File: src/rtl/debounce_pkg.sv
// Shared types and limits for the input debouncer.
package debounce_pkg;

    // Qualification FSM: two stable levels, each with a pending-change state.
    typedef enum logic [1:0] {
        StStableLow  = 2'd0,
        StWaitHigh   = 2'd1,
        StStableHigh = 2'd2,
        StWaitLow    = 2'd3
    } deb_state_t;

    localparam int unsigned SYNC_STAGES_MIN = 2;
    localparam int unsigned DEBOUNCE_MIN    = 2;

endpackage

File: src/rtl/sync_chain.sv
// Generic multi-flop synchroniser for a single asynchronous bit.
// The last stage (q) is the only output meant for use in the clk domain.
module sync_chain #(
    parameter int unsigned STAGES = 2
) (
    input  logic clk,
    input  logic rst,
    input  logic d,
    output logic q
);

    logic [STAGES-1:0] r_sync;

    // Shift the raw input through the chain; reset clears every stage.
    always_ff @(posedge clk or posedge rst) begin
        if (rst) begin
            r_sync <= '0;
        end else begin
            r_sync <= {r_sync[STAGES-2:0], d};
        end
    end

    assign q = r_sync[STAGES-1];

endmodule

File: src/rtl/input_debouncer.sv
// Debouncer for a raw asynchronous input: synchronise, then accept a new level
// only after it has been seen on DEBOUNCE_CYCLES consecutive clock edges.
// Define INPUT_DEBOUNCER_EDGE_EN to build the rise_o/fall_o pulse registers;
// otherwise both pulses are tied low.
module input_debouncer
    import debounce_pkg::*;
#(
    parameter int unsigned SYNC_STAGES     = 2,
    parameter int unsigned DEBOUNCE_CYCLES = 16
) (
    input  logic clk,
    input  logic rst,
    input  logic in_i,
    output logic level_o,
    output logic rise_o,
    output logic fall_o,
    output logic busy_o
);

    localparam int unsigned CNT_W = $clog2(DEBOUNCE_CYCLES + 1);
    localparam logic [CNT_W-1:0] CNT_LAST = CNT_W'(DEBOUNCE_CYCLES - 1);
    localparam logic [CNT_W-1:0] CNT_ONE  = CNT_W'(1);

    if (SYNC_STAGES < SYNC_STAGES_MIN) begin : g_bad_sync
        $error("input_debouncer: SYNC_STAGES must be at least 2");
    end
    if (DEBOUNCE_CYCLES < DEBOUNCE_MIN) begin : g_bad_deb
        $error("input_debouncer: DEBOUNCE_CYCLES must be at least 2");
    end

    logic             w_s;
    deb_state_t       r_state;
    deb_state_t       w_state_next;
    logic [CNT_W-1:0] r_cnt;
    logic [CNT_W-1:0] w_cnt_next;
    logic             r_level;
    logic             w_level_next;

    sync_chain #(
        .STAGES (SYNC_STAGES)
    ) u_sync (
        .clk (clk),
        .rst (rst),
        .d   (in_i),
        .q   (w_s)
    );

    // State, counter and debounced level registers.
    always_ff @(posedge clk or posedge rst) begin
        if (rst) begin
            r_state <= StStableLow;
            r_cnt   <= '0;
            r_level <= 1'b0;
        end else begin
            r_state <= w_state_next;
            r_cnt   <= w_cnt_next;
            r_level <= w_level_next;
        end
    end

    // Next-state logic; the departure edge counts as the first stable sample,
    // so acceptance happens when the count has already reached DEBOUNCE_CYCLES-1.
    always_comb begin
        w_state_next = r_state;
        w_cnt_next   = r_cnt;
        w_level_next = r_level;
        unique case (r_state)
            StStableLow: begin
                if (w_s) begin
                    w_state_next = StWaitHigh;
                    w_cnt_next   = CNT_ONE;
                end
            end
            StWaitHigh: begin
                if (!w_s) begin
                    w_state_next = StStableLow;
                    w_cnt_next   = '0;
                end else if (r_cnt == CNT_LAST) begin
                    w_state_next = StStableHigh;
                    w_cnt_next   = '0;
                    w_level_next = 1'b1;
                end else begin
                    w_cnt_next = r_cnt + CNT_ONE;
                end
            end
            StStableHigh: begin
                if (!w_s) begin
                    w_state_next = StWaitLow;
                    w_cnt_next   = CNT_ONE;
                end
            end
            StWaitLow: begin
                if (w_s) begin
                    w_state_next = StStableHigh;
                    w_cnt_next   = '0;
                end else if (r_cnt == CNT_LAST) begin
                    w_state_next = StStableLow;
                    w_cnt_next   = '0;
                    w_level_next = 1'b0;
                end else begin
                    w_cnt_next = r_cnt + CNT_ONE;
                end
            end
            default: begin
                w_state_next = StStableLow;
                w_cnt_next   = '0;
                w_level_next = 1'b0;
            end
        endcase
    end

`ifdef INPUT_DEBOUNCER_EDGE_EN
    logic r_rise;
    logic r_fall;
    logic w_rise_next;
    logic w_fall_next;

    // A pulse fires on the same edge that the level register is updated.
    always_comb begin
        w_rise_next = (r_state == StWaitHigh) && (w_state_next == StStableHigh) && w_level_next;
        w_fall_next = (r_state == StWaitLow) && (w_state_next == StStableLow) && !w_level_next;
    end

    // Edge pulse registers, high for exactly one cycle.
    always_ff @(posedge clk or posedge rst) begin
        if (rst) begin
            r_rise <= 1'b0;
            r_fall <= 1'b0;
        end else begin
            r_rise <= w_rise_next;
            r_fall <= w_fall_next;
        end
    end

    assign rise_o = r_rise;
    assign fall_o = r_fall;
`else
    assign rise_o = 1'b0;
    assign fall_o = 1'b0;
`endif

    assign level_o = r_level;
    assign busy_o  = (r_state == StWaitHigh) || (r_state == StWaitLow);

endmodule
File: config.mk
export PLATFORM = sky130hd
export DESIGN_NAME = input_debouncer
export DESIGN_NICKNAME = d
export VERILOG_FILES = /design/src/rtl/debounce_pkg.sv /design/src/rtl/sync_chain.sv /design/src/rtl/input_debouncer.sv
export SDC_FILE = /design/constraint.sdc
export NUM_CORES = 1
export LEC_CHECK = 0
export CAP_MARGIN = 20
export CORE_AREA = 2 2 39 41
export DETAILED_ROUTE_END_ITERATION = 10
export DIE_AREA = 0 0 41 43
export SYNTH_ARGS = -nofsm -noshare
export SYNTH_HDL_FRONTEND = slang
export SYNTH_SLANG_ARGS = --single-unit
File: constraint.sdc
create_clock -name clk -period 3.6 [get_ports clk]
set_input_delay 0.72 -clock clk [delete_from_list [all_inputs] [get_ports clk]]
set_output_delay 0.72 -clock clk [all_outputs]
set_load 0.02 [all_outputs]
==> results of run 1 <==
where the power goes:
part	leakage (nW)	total, W	internal (W)	switching (W)
registers	0.129	0.000124	0.000118	0.00000620
logic	0.0972	0.0000219	0.00000950	0.0000124
clock network	0.0210	0.0000994	0.0000614	0.0000380
how the worst max path moves through the flow:
stage | start | to | slack, ns | depth (start not counted)
6_report | r_state[0] | busy_o | 1.47 | 1
5_1_grt | r_state[0] | busy_o | 1.41 | 1
4_1_cts | r_state[0] | busy_o | 1.46 | 1
3_5_place_dp | r_state[0] | busy_o | 1.76 | 1
3_3_place_gp | r_state[0] | busy_o | 1.77 | 1
2_1_floorplan | r_state[0] | busy_o | 2.19 | 2
placed cells by master (no fill, tap or decap), types with 2 or more instances in the layout:
cell,synthesis,layout
xor2_1,2,2
nand2_1,3,3
nand3_1,5,5
clkdlybuf4s50_1,0,4
dfrtp_1,10,10
clkbuf_4,0,3
o21ai_1,2,2
nor2_1,2,2
inv_1,2,2
o2111ai_1,2,2
conb_1,1,2
per-layer routing:
metal / GRT usage (%) / part of all wire, % / vias to the layer above
met5: 0 / 0 / -
met4: 8.000 / 1.5 / 0
met3: 7.853 / 5.3 / 2
met2: 15.00 / 47 / 7
met1: 11.74 / 46 / 156
li1: - / - / 171
flip-flops by register name (all words and copies together) (netlist names), named ones only:
name           count
r_cnt              5
u_sync.r_sync      2
level_o            1
r_state            1
cells by family (layout without fill, tap and decap cells):
family	after synthesis	count (layout)	synth area share, %
and+or+nand+nor	13	13	13.51
AOI/OAI and AO/OA	10	10	16.11
DFF	10	10	51.95
buffers and inverters	7	11	7.270
xor gates and xnor gates	3	3	5.456
adders and majority gates	1	1	2.597
other	1	2	0.7785
muxes	1	1	2.337
layout make-up:
class                      instances  area, sq um  share of cell area [%]
clock buffer                       4        36.28                   6.502
multi-input combinational         30        200.2                   35.87
sequential                        10        250.2                   44.84
timing repair buffer               4        40.04                   7.175
inverter                           3        11.26                   2.018
tap                               16        20.02                   3.587
metrics by stage:
| step | cells | power (W) | hold WS (ns) | utilization [%] | cell area, sq um |
|---|---|---|---|---|---|
| 2_1_floorplan | 47 | 0.0001436 | 0.3312 | - | 485.5 |
| 3_3_place_gp | 63 | 0.0001487 | 0.3424 | 37.70 | 521.8 |
| 3_5_place_dp | 63 | 0.0001486 | 0.3473 | 37.70 | 521.8 |
| 4_1_cts | 67 | 0.0002500 | 0.3619 | 40.33 | 558.0 |
| 5_1_grt | 67 | 0.0002616 | 0.3785 | 40.33 | 558.0 |
| 6_report | 67 | 0.0002454 | 0.3606 | 40.33 | 558.0 |
==> summary by stage, run 1 <==
Yosys
Averaged over all synthesized cells, the footprint is 10.47 sq um. The synthesized design contains 0 enable-type register cells. The post-synthesis sequential area ratio is 51.95%. The leading register cell type out of synthesis is dfrtp_1. The number of different library cells used by synthesis comes to 25.

The number of warnings printed during yosys synthesis is 0. Yosys attributes the largest share of cell area to dfrtp_1, nand3_1, o2111ai_1, xor2_1, buf_4. The cell area after synthesis is 481.7 sq um. The area share of the leading cell type in the synthesized netlist is 51.95%.

Counting flops and latches in the post-synthesis netlist gives 10. The post-synthesis cell count is 46. The cell accounting for the most synthesized area is dfrtp_1.

By count the netlist is led by dfrtp_1, nand3_1, nand2_1. Yosys instantiated no cell more often than dfrtp_1. Counting flops with an async set or reset pin after synthesis yields a share of 100.0%.

Detailed routing
The routed layout has ~340 vias. Wires add up to 752 um. For this run, the detailed router's first-pass iteration total came to 1. The final antenna-violating net count is 0. After detailed routing, the average wire length per cell comes to around 11 um. For this block, the initial DRC count from the detailed router was 0. The mean number of vias per cell is 5.015. The remaining design rule violation count is 0.

Cells and area
Cells with a size suffix above 1 make up 11.76% of the layout. The number of nets in the final layout is 56. Relative to the synthesized area, the layout overhead comes to 15.84%. The number of diodes added for antenna fixing is 0. The total of fill cells in the finished design is 133.

Critical path
The largest stage delay on the critical path is 0.66 ns. The cell family contributing the most delay on the critical path is buffers and inverters. The number of cell instances on the worst register-to-register path is 4.

The signal on the critical path passes through clkdlybuf4s50_1. The critical path in this run is classified as reg2out. Along the worst path, the maximum fanout reaches 9.

In this run the critical register-to-register path is launched from r_cnt[0]. STA classifies the critical path startpoint as a flop. The number of buffers and inverters on the critical path is 1. Setup slack on the worst reg-to-reg path comes out at 2.03 ns.

The data required time at the worst endpoint is between 2 and 3 ns. The signal arrival time at the worst endpoint is 1.41 ns. The worst setup path is captured at an output pin. The highest-delay cell along the critical path is clkdlybuf4s50_1.

GRT
The initial antenna violation count was 0. The via count of the first global-routing pass is 306. The total grt overflow is 0. The wire length of the first global-routing pass is 1207 um. Entering global routing, the biggest net connects 11 pins. Across every metal layer, demand over resource in global routing totals 11.19%.

Place
The wire-length estimate of the detail-placed layout is 545.4 um. The routability congestion estimate from global placement is ~0.66. The pre-CTS worst setup slack is 1.761 ns. The count of buffers inserted at the top-level ports is 4.

Clock tree
The clock passes through at most 2 buffers. The number of buffers added by the clock tree synthesis step is 3. The clock drives 10 sinks.

TritonCTS built the clock tree. CTS built an H-tree with a depth of 1. The cell sitting at the root of the clock tree is a clkbuf_4. The clock transition at the registers of the reported paths is around 0.060 ns. The number of gates resized after CTS was 0.

Post-CTS timing repair inserted 0 buffers for setup. In this run, post-CTS hold repair placed 0 buffers. The clock network latency to the later pin of the worst-skew pair is 0.27 ns.

Timing
The total setup violations reported at the end of the flow is 0. Across all setup checks in the final design, the least slack found is 1.473 ns. The final count of pins violating max slew is 0. Setup repair after global routing left no endpoint under its margin. The smallest clock period supported by the final layout is computed as 2.127 ns. The hold violation count in the final report is 0. For this run, the top clock speed supported by timing is 470.2 MHz. The worst path uses 59.08% of the clock period. The accumulated negative setup slack is 0 ns. Between clock sinks in the finished design, the worst skew comes to 0.005232 ns.

Floorplan
The floorplan step set the die height to 43 um. Once the floorplan was initialized, standard cells occupied 34.81% of the core. The area of the die is between 0.0015 and 0.002 sq mm. The area of the core is 0.001384 sq mm. The number of ports placed on the die boundary is 7.

The number of core rows is 14. In this run the horizontal extent of the chip is between 40 and 50 um.

Flow run
The total of max-cap violations is 0.

Power
The cell leakage power is 0.2474 nW. The maximum vdd ir drop is 0.0002746 V. The total power per unit cell area is 439.7 mW/mm^2.

Worst hold path
The startpoint identified for the worst hold timing path is u_sync.r_sync[0]. The class of the worst hold path is reg2reg. Counting instances, the worst hold path has a depth of 0.

The hold-critical path endpoint is u_sync.r_sync[1].

Outcome
The run finished with clean final reports.
Power figures use the tool's default switching activity.
==> inputs of run 2 (changes only) <==
- clock period: 3.6 -> 1.79 ns (I/O delays scaled with it)
==> summary by stage, run 2 (synthesis results as in run 1) <==
Outcome
Run status: finished clean (unchanged).

Floorplan
The area of the core came to 0.001384 sq mm (unchanged). The chip height is 43 um (unchanged). The number of ports placed on the die boundary was 7 (unchanged).

The area of the die is 0.001763 sq mm (unchanged). The initial core utilization came to 34.81% (unchanged). The number of core rows is 14 (unchanged). The die width is 41 um (unchanged).

Cells and area
The design area is 574.3 sq um (was 558.0 sq um). The number of standard cells in the final layout excluding fillers is 69 (was 67). The layout-stage area growth over the synthesis result is 19.22% (was 15.84%). The total of fill cells in the finished design came to 136 (was 133). The number of flip-flops in the largest register came to 5 (unchanged). The number of diodes added for antenna fixing is 0 (unchanged). The register ranked first by flip-flop count is r_cnt (unchanged). Most used cells in the layout excluding fill and tap cells: dfrtp_1, nand3_1, clkdlybuf4s50_1, nand2_1, clkbuf_4 (unchanged). The number of nets in the final layout is 58 (was 56). The fraction of final layout cells sized beyond drive strength 1 came to 16.98% (was 11.76%). Largest registers in the final layout: r_cnt: 5 flops, u_sync.r_sync: 2 flops (unchanged). The commonest non-fill, non-tap cell in the layout is dfrtp_1 (unchanged).

Critical path
The register-to-register path setup slack came to 0.36 ns (was 2.03 ns). The number of cell instances on the worst register-to-register path came to 4 (unchanged). The category of the most critical setup path is reg2out (unchanged).

The highest-delay cell along the critical path is clkdlybuf4s50_1 (unchanged). The largest stage delay on the critical path came to 0.62 ns (was 0.66 ns). The signal arrival time at the worst endpoint is 1.33 ns (was 1.41 ns). The number of buffer and inverter stages on the critical path was 1 (unchanged). The maximum fanout encountered on the critical timing path is 9 (unchanged). The reg-to-reg critical path startpoint was r_cnt[0] (unchanged). The endpoint type of the worst setup path is an output pin (unchanged). CP Cell Sequence: clkdlybuf4s50_1 (unchanged). The top cell family by delay on the critical path is buffers and inverters (unchanged). The data required time at the worst endpoint is 1.43 ns (was 2.88 ns). The sort of element at the start of the critical path was a flop (unchanged).

Power
The total power per unit cell area was 873.5 mW/mm^2 (was 439.7 mW/mm^2). The cell leakage power is 0.2554 nW (was 0.2474 nW). The maximum vdd ir drop is 0.0004023 V (was 0.0002746 V).

Detailed routing
The mean number of vias per cell came to 5.101 (was 5.015). The number of optimization iterations in the first detailed-route pass is 4 (was 1). The via count of the routed design is 352 (was 336). The final antenna-violating net count is 0 (unchanged). The aggregate routed wire length is 877 um (was 752 um). The remaining design rule violation count is 0 (unchanged). The post-detailed-route wirelength per cell came to 12.71 um (was 11.22 um).

The number of design-rule violations left by the first detailed-router iteration is 10 (was 0).

Timing
After layout, the minimum clock period comes to 1.683 ns. The final-layout worst hold slack is 0.3575 ns (was 0.3606 ns). The worst clock skew is 0.003292 ns (was 0.005232 ns).

The portion of the clock cycle consumed by the worst path in the final layout is 94.04%. The hold violation count in the final report is 0 (unchanged). The accumulated negative setup slack is 0 ns (unchanged). The total setup violations reported at the end of the flow is 0 (unchanged). RSZ-0062 raised after global routing: false (unchanged). Timing would allow up to 594.1 MHz. The final count of pins violating max slew was 0 (unchanged).

Clock tree
The clock network latency to the later pin of the worst-skew pair is 0.26 ns (was 0.27 ns). The post-cts hold buffer count is 0 (unchanged). The buffer depth of the longest clock path is 2 (unchanged). The library cell used as clock root buffer is clkbuf_4 (unchanged). The deepest level of the CTS H-tree is 1 (unchanged).

The number of buffers added by the clock tree synthesis step was 3 (unchanged). The CTS tree is built (unchanged). The clock sink total is 10 (unchanged). The post-CTS repair timing setup buffer count is 0 (unchanged). The number of cells upsized or downsized after cts came to 0 (unchanged). The clock transition at the registers of the reported paths came to 0.06 ns (about the same).

Worst hold path
The hold path depth was 0 (unchanged). The class of the worst hold path is reg2reg (unchanged). The startpoint of the lowest-slack hold path was u_sync.r_sync[0] (unchanged).

The hold-critical path endpoint is u_sync.r_sync[1] (unchanged).

GRT
The total grt overflow is 0 (unchanged). The initial antenna violation count is 0 (unchanged). The via count of the first global-routing pass came to 359 (was 306). The global routing usage summed across all routing layers was 13.52% (was 11.19%). The wire length of the first global-routing pass came to 1552 um (was 1207 um). The maximum number of pins on one net before global-route repair came to 11 (unchanged).

Place
The instance area after placement was 536.8 sq um (was 521.8 sq um). The count of buffers inserted at the top-level ports is 4 (unchanged). The number of placed instances, taps included is 65 (was 63).

The detailed placement HPWL came to 580.9 um (was 545.4 um). The routability congestion estimate from global placement is 0.6752 (was 0.6627).

Flow run
The total of max-cap violations was 0 (unchanged).
[run 2: cell types whose count changed in the layout (fill, tap and decap cells not counted)]
cell	before	now
dfrtp_1	10	9
buf_4	0	2
dfrtp_2	0	1
[run 2: per-stage QoR]
step	util (%)	worst slack (ns)	total power [W]
after floorplan	-	0.3939	0.0002889
after global placement	38.79	0.3241	0.0003012
after detailed placement	38.79	0.3123	0.0003016
after CTS	41.41	0.01935	0.0005081
after global routing	41.50	0.05299	0.0005317
final	41.50	0.1067	0.0005017
[run 2: power breakdown]
part	internal, W	switching (W)
combinational	0.0000211	0.0000274
sequential	0.000237	0.0000126
clock	0.000123	0.0000797
[run 2: worst max path at each step]
stage	start	endpoint	cells after the start
2_1_floorplan	r_cnt[0]	flop	4
3_3_place_gp	r_state[0]	busy_o	1
3_5_place_dp	r_state[0]	busy_o	1
4_1_cts	r_state[0]	busy_o	1
5_1_grt	r_state[0]	busy_o	1
6_report	r_state[0]	busy_o	1
[run 2: worst register-to-register path: cells and delay by family (launching register included)]
kind                     cells  cell delay [ns]
adder cells (fa/ha/maj)      1             0.22
flip-flops                   1             0.40
multiplexers                 1             0.35
AND/OR/NAND/NOR              2             0.35
[run 2: layout make-up]
cell class / count / area, sq um / share of cell area [%]
sequential: 10 / 251.5 / 43.79
clock buffer: 4 / 36.28 / 6.318
inverter: 3 / 11.26 / 1.961
tap: 16 / 20.02 / 3.486
multi-input combinational: 30 / 200.2 / 34.86
timing repair buffer: 6 / 55.05 / 9.586
[run 2: per-layer routing]
layer  GRT usage [%]  up-vias  share of wire (%)  routed length (um)
li1                -      174                  -                   -
met1           16.05      166                 42                 370
met2           20.94       12                 52                 455
met3           6.283        0                5.8                  51
met4           4.000        0                  0                   0
met5               0        -                  0                   0
==> inputs of run 3 (changes only) <==
- clock period: 1.79 -> 1.5 ns (I/O delays scaled with it)
==> summary by stage, run 3 (synthesis results as in run 1) <==
GRT
The initial antenna violation count was 0 (unchanged). The wire length of the first global-routing pass came to 1449 um (was 1552 um). The via count of the first global-routing pass came to 348 (was 359).

The maximum number of pins on one net before global-route repair is 11 (unchanged). The total grt overflow was 0 (unchanged). The global routing usage summed across all routing layers is 12.30% (was 13.52%).

Timing
RSZ-0062 raised after global routing: false (unchanged). The final count of pins violating max slew is 0 (unchanged). The accumulated negative setup slack is 0 ns (unchanged). Timing would allow up to 724.6 MHz. The worst clock skew came to 0.002241 ns (was 0.003292 ns). The worst path uses 92.01% of the clock period. The hold violation count in the final report is 0 (unchanged).

The worst path in the final design needs a cycle of about 1.4 ns, including I/O delays and setup. The total setup violations reported at the end of the flow was 0 (unchanged).

Detailed routing
The number of optimization iterations in the first detailed-route pass came to 4 (unchanged). The number of design-rule violations left by the first detailed-router iteration is 2 (was 10). The final antenna-violating net count is 0 (unchanged).

The post-detailed-route wirelength per cell is 11.45 um (was 12.71 um). The mean number of vias per cell is 5.116 (was 5.101). The via count of the routed design is 353 (was 352).

The remaining design rule violation count is 0 (unchanged). The aggregate routed wire length is 790 um (was 877 um).

Power
The total power per unit cell area was 926.7 mW/mm^2 (was 873.5 mW/mm^2). The switching component of the power came to 0.0001225 W (was 0.0001197 W). The cell leakage power is 0.2602 nW (was 0.2554 nW). The final total power is 0.0005229 W (was 0.0005017 W).

The part of the power in registers is 56.6% (was 49.8%). The maximum vdd ir drop came to 0.0005128 V (was 0.0004023 V). The combinational power share is 11.0% (was 9.7%). The switching power share of the total is 23.42% (was 23.87%).

The power share of the clock group came to 32.4% (was 40.5%). The design internal power was 0.0004005 W (was 0.0003819 W).

Floorplan
The number of core rows is 14 (unchanged). The chip height is 43 um (unchanged). The number of ports placed on the die boundary came to 7 (unchanged). The initial core utilization came to 34.81% (unchanged).

The die width was 41 um (unchanged). The area of the core was 0.001384 sq mm (unchanged). The area of the die is 0.001763 sq mm (unchanged).

Cells and area
Most used cells in the layout excluding fill and tap cells: dfrtp_1, nand3_1, nand2_1, clkbuf_4, buf_4 (was dfrtp_1, nand3_1, clkdlybuf4s50_1, nand2_1, clkbuf_4). The number of nets in the final layout came to 59 (was 58). The register ranked first by flip-flop count is r_cnt (unchanged). The number of flip-flops in the largest register is 5 (unchanged). The commonest non-fill, non-tap cell in the layout is dfrtp_1 (unchanged). The number of diodes added for antenna fixing is 0 (unchanged).

The layout-stage area growth over the synthesis result was 17.14% (was 19.22%). The total of fill cells in the finished design is 135 (was 136). The fraction of final layout cells sized beyond drive strength 1 is 15.09% (was 16.98%). Largest registers in the final layout: r_cnt: 5 flops, u_sync.r_sync: 2 flops (unchanged).

Clock tree
The clock transition at the registers of the reported paths is 0.06 ns (about the same). The number of buffers added by the clock tree synthesis step is 3 (unchanged). The clock network latency to the later pin of the worst-skew pair is 0.25 ns (was 0.26 ns). The clock sink total is 10 (unchanged). The library cell used as clock root buffer is clkbuf_4 (unchanged).

The deepest level of the CTS H-tree came to 1 (unchanged). The CTS tree is built (unchanged). The buffer depth of the longest clock path came to 2 (unchanged).

Outcome
Run status: finished clean (unchanged).

Critical path
CP Cell Sequence: ha_1 > nand3_1 > nor3_1 > mux2_1 (was clkdlybuf4s50_1). The sort of element at the start of the critical path is a flop (unchanged). The number of buffer and inverter stages on the critical path is 0 (was 1).

The largest stage delay on the critical path is 0.38 ns (was 0.62 ns). The category of the most critical setup path is reg2reg (was reg2out). The endpoint type of the worst setup path is a flop (was output pin). The signal arrival time at the worst endpoint is 1.52 ns (was 1.33 ns).

The data required time at the worst endpoint is 1.64 ns (was 1.43 ns). The maximum fanout encountered on the critical timing path is 4 (was 9). The top cell family by delay on the critical path is flip-flops (was buffers and inverters).

The highest-delay cell along the critical path is dfrtp_1 (was clkdlybuf4s50_1).

Worst hold path
The class of the worst hold path is in2async (was reg2reg).

Flow run
The total of max-cap violations came to 0 (unchanged).

Place
The routability congestion estimate from global placement is 0.8115 (was 0.6752). The count of buffers inserted at the top-level ports was 4 (unchanged).
run 3: cell types whose count changed in the layout (fill, tap and decap cells not counted):
| cell | previous run | this run |
|---|---|---|
| dlygate4sd2_1 | 0 | 2 |
| clkdlybuf4s50_1 | 4 | 2 |
| dfrtp_2 | 1 | 0 |
| clkbuf_8 | 1 | 0 |
| dfrtp_1 | 9 | 10 |
| buf_4 | 2 | 3 |
run 3: routing by layer:
layer  vias up  wire [um]  global-route usage [%]  share of wire, %
met4         0          4                   4.000              0.51
li1        175          -                       -                 -
met3         2         47                   7.853               5.9
met1       164        355                   16.05                45
met2        12        383                   16.25                48
met5         -          0                       0                 0
run 3: power by group through the flow:
stage | sequential [W] | clock (W) | combinational [W]
finish | 0.000296 | 0.000169 | 0.0000578
global route | 0.000297 | 0.000198 | 0.0000662
CTS | 0.000295 | 0.000179 | 0.0000590
detailed placement | 0.000301 | 0 | 0.0000600
global placement | 0.000300 | 0 | 0.0000602
floorplan | 0.000297 | 0 | 0.0000478
run 3: path summary, 6_finish.rpt:
kind                       depth (start not counted)              from  slack, ns                to
max in group asynchronous                          2               rst       0.93          r_cnt[0]
max reg2reg                                        4          r_cnt[0]       0.12              flop
max                                                4          r_cnt[0]       0.12              flop
min reg2reg                                        0  u_sync.r_sync[0]       0.34  u_sync.r_sync[1]
min                                                2               rst       0.31  u_sync.r_sync[1]
min in group clk                                   0  u_sync.r_sync[0]       0.34  u_sync.r_sync[1]
run 3: area by class of cell:
cell class / instances / area [sq um] / area share, %
clock buffers: 3 / 22.52 / 3.991
multi-input cells: 30 / 200.2 / 35.48
well taps: 16 / 20.02 / 3.548
repair buffers: 7 / 60.06 / 10.64
flip-flops and latches: 10 / 250.2 / 44.35
inverters: 3 / 11.26 / 1.996
run 3: timing repair:
action | 4_1_cts | 5_1_grt
hold endpoints to repair | 0 | 0
setup endpoints to repair | 2 | 0
buffers inserted | 0 | 0
resized for setup | 2 | 0
hold buffers | 0 | 0
run 3: worst reg2reg max path: stages, from the launching register on:
cell and delay [ns]:
dfrtp_1 0.38, ha_1 0.19, nand3_1 0.10, nor3_1 0.24, mux2_1 0.35
run 3: metrics by stage:
step | util, % | std cells | setup slack, ns | instance area (sq um) | hold WS (ns)
5_1_grt | 40.78 | 69 | 0.001944 | 564.3 | 0.3624
2_1_floorplan | - | 47 | 0.1039 | 485.5 | 0.1402
3_5_place_dp | 39.33 | 66 | 0.1470 | 544.3 | 0.3363
6_report | 40.78 | 69 | 0.1199 | 564.3 | 0.3090
4_1_cts | 40.78 | 69 | 0.1351 | 564.3 | 0.3199
3_3_place_gp | 39.33 | 66 | 0.1770 | 544.3 | 0.3360
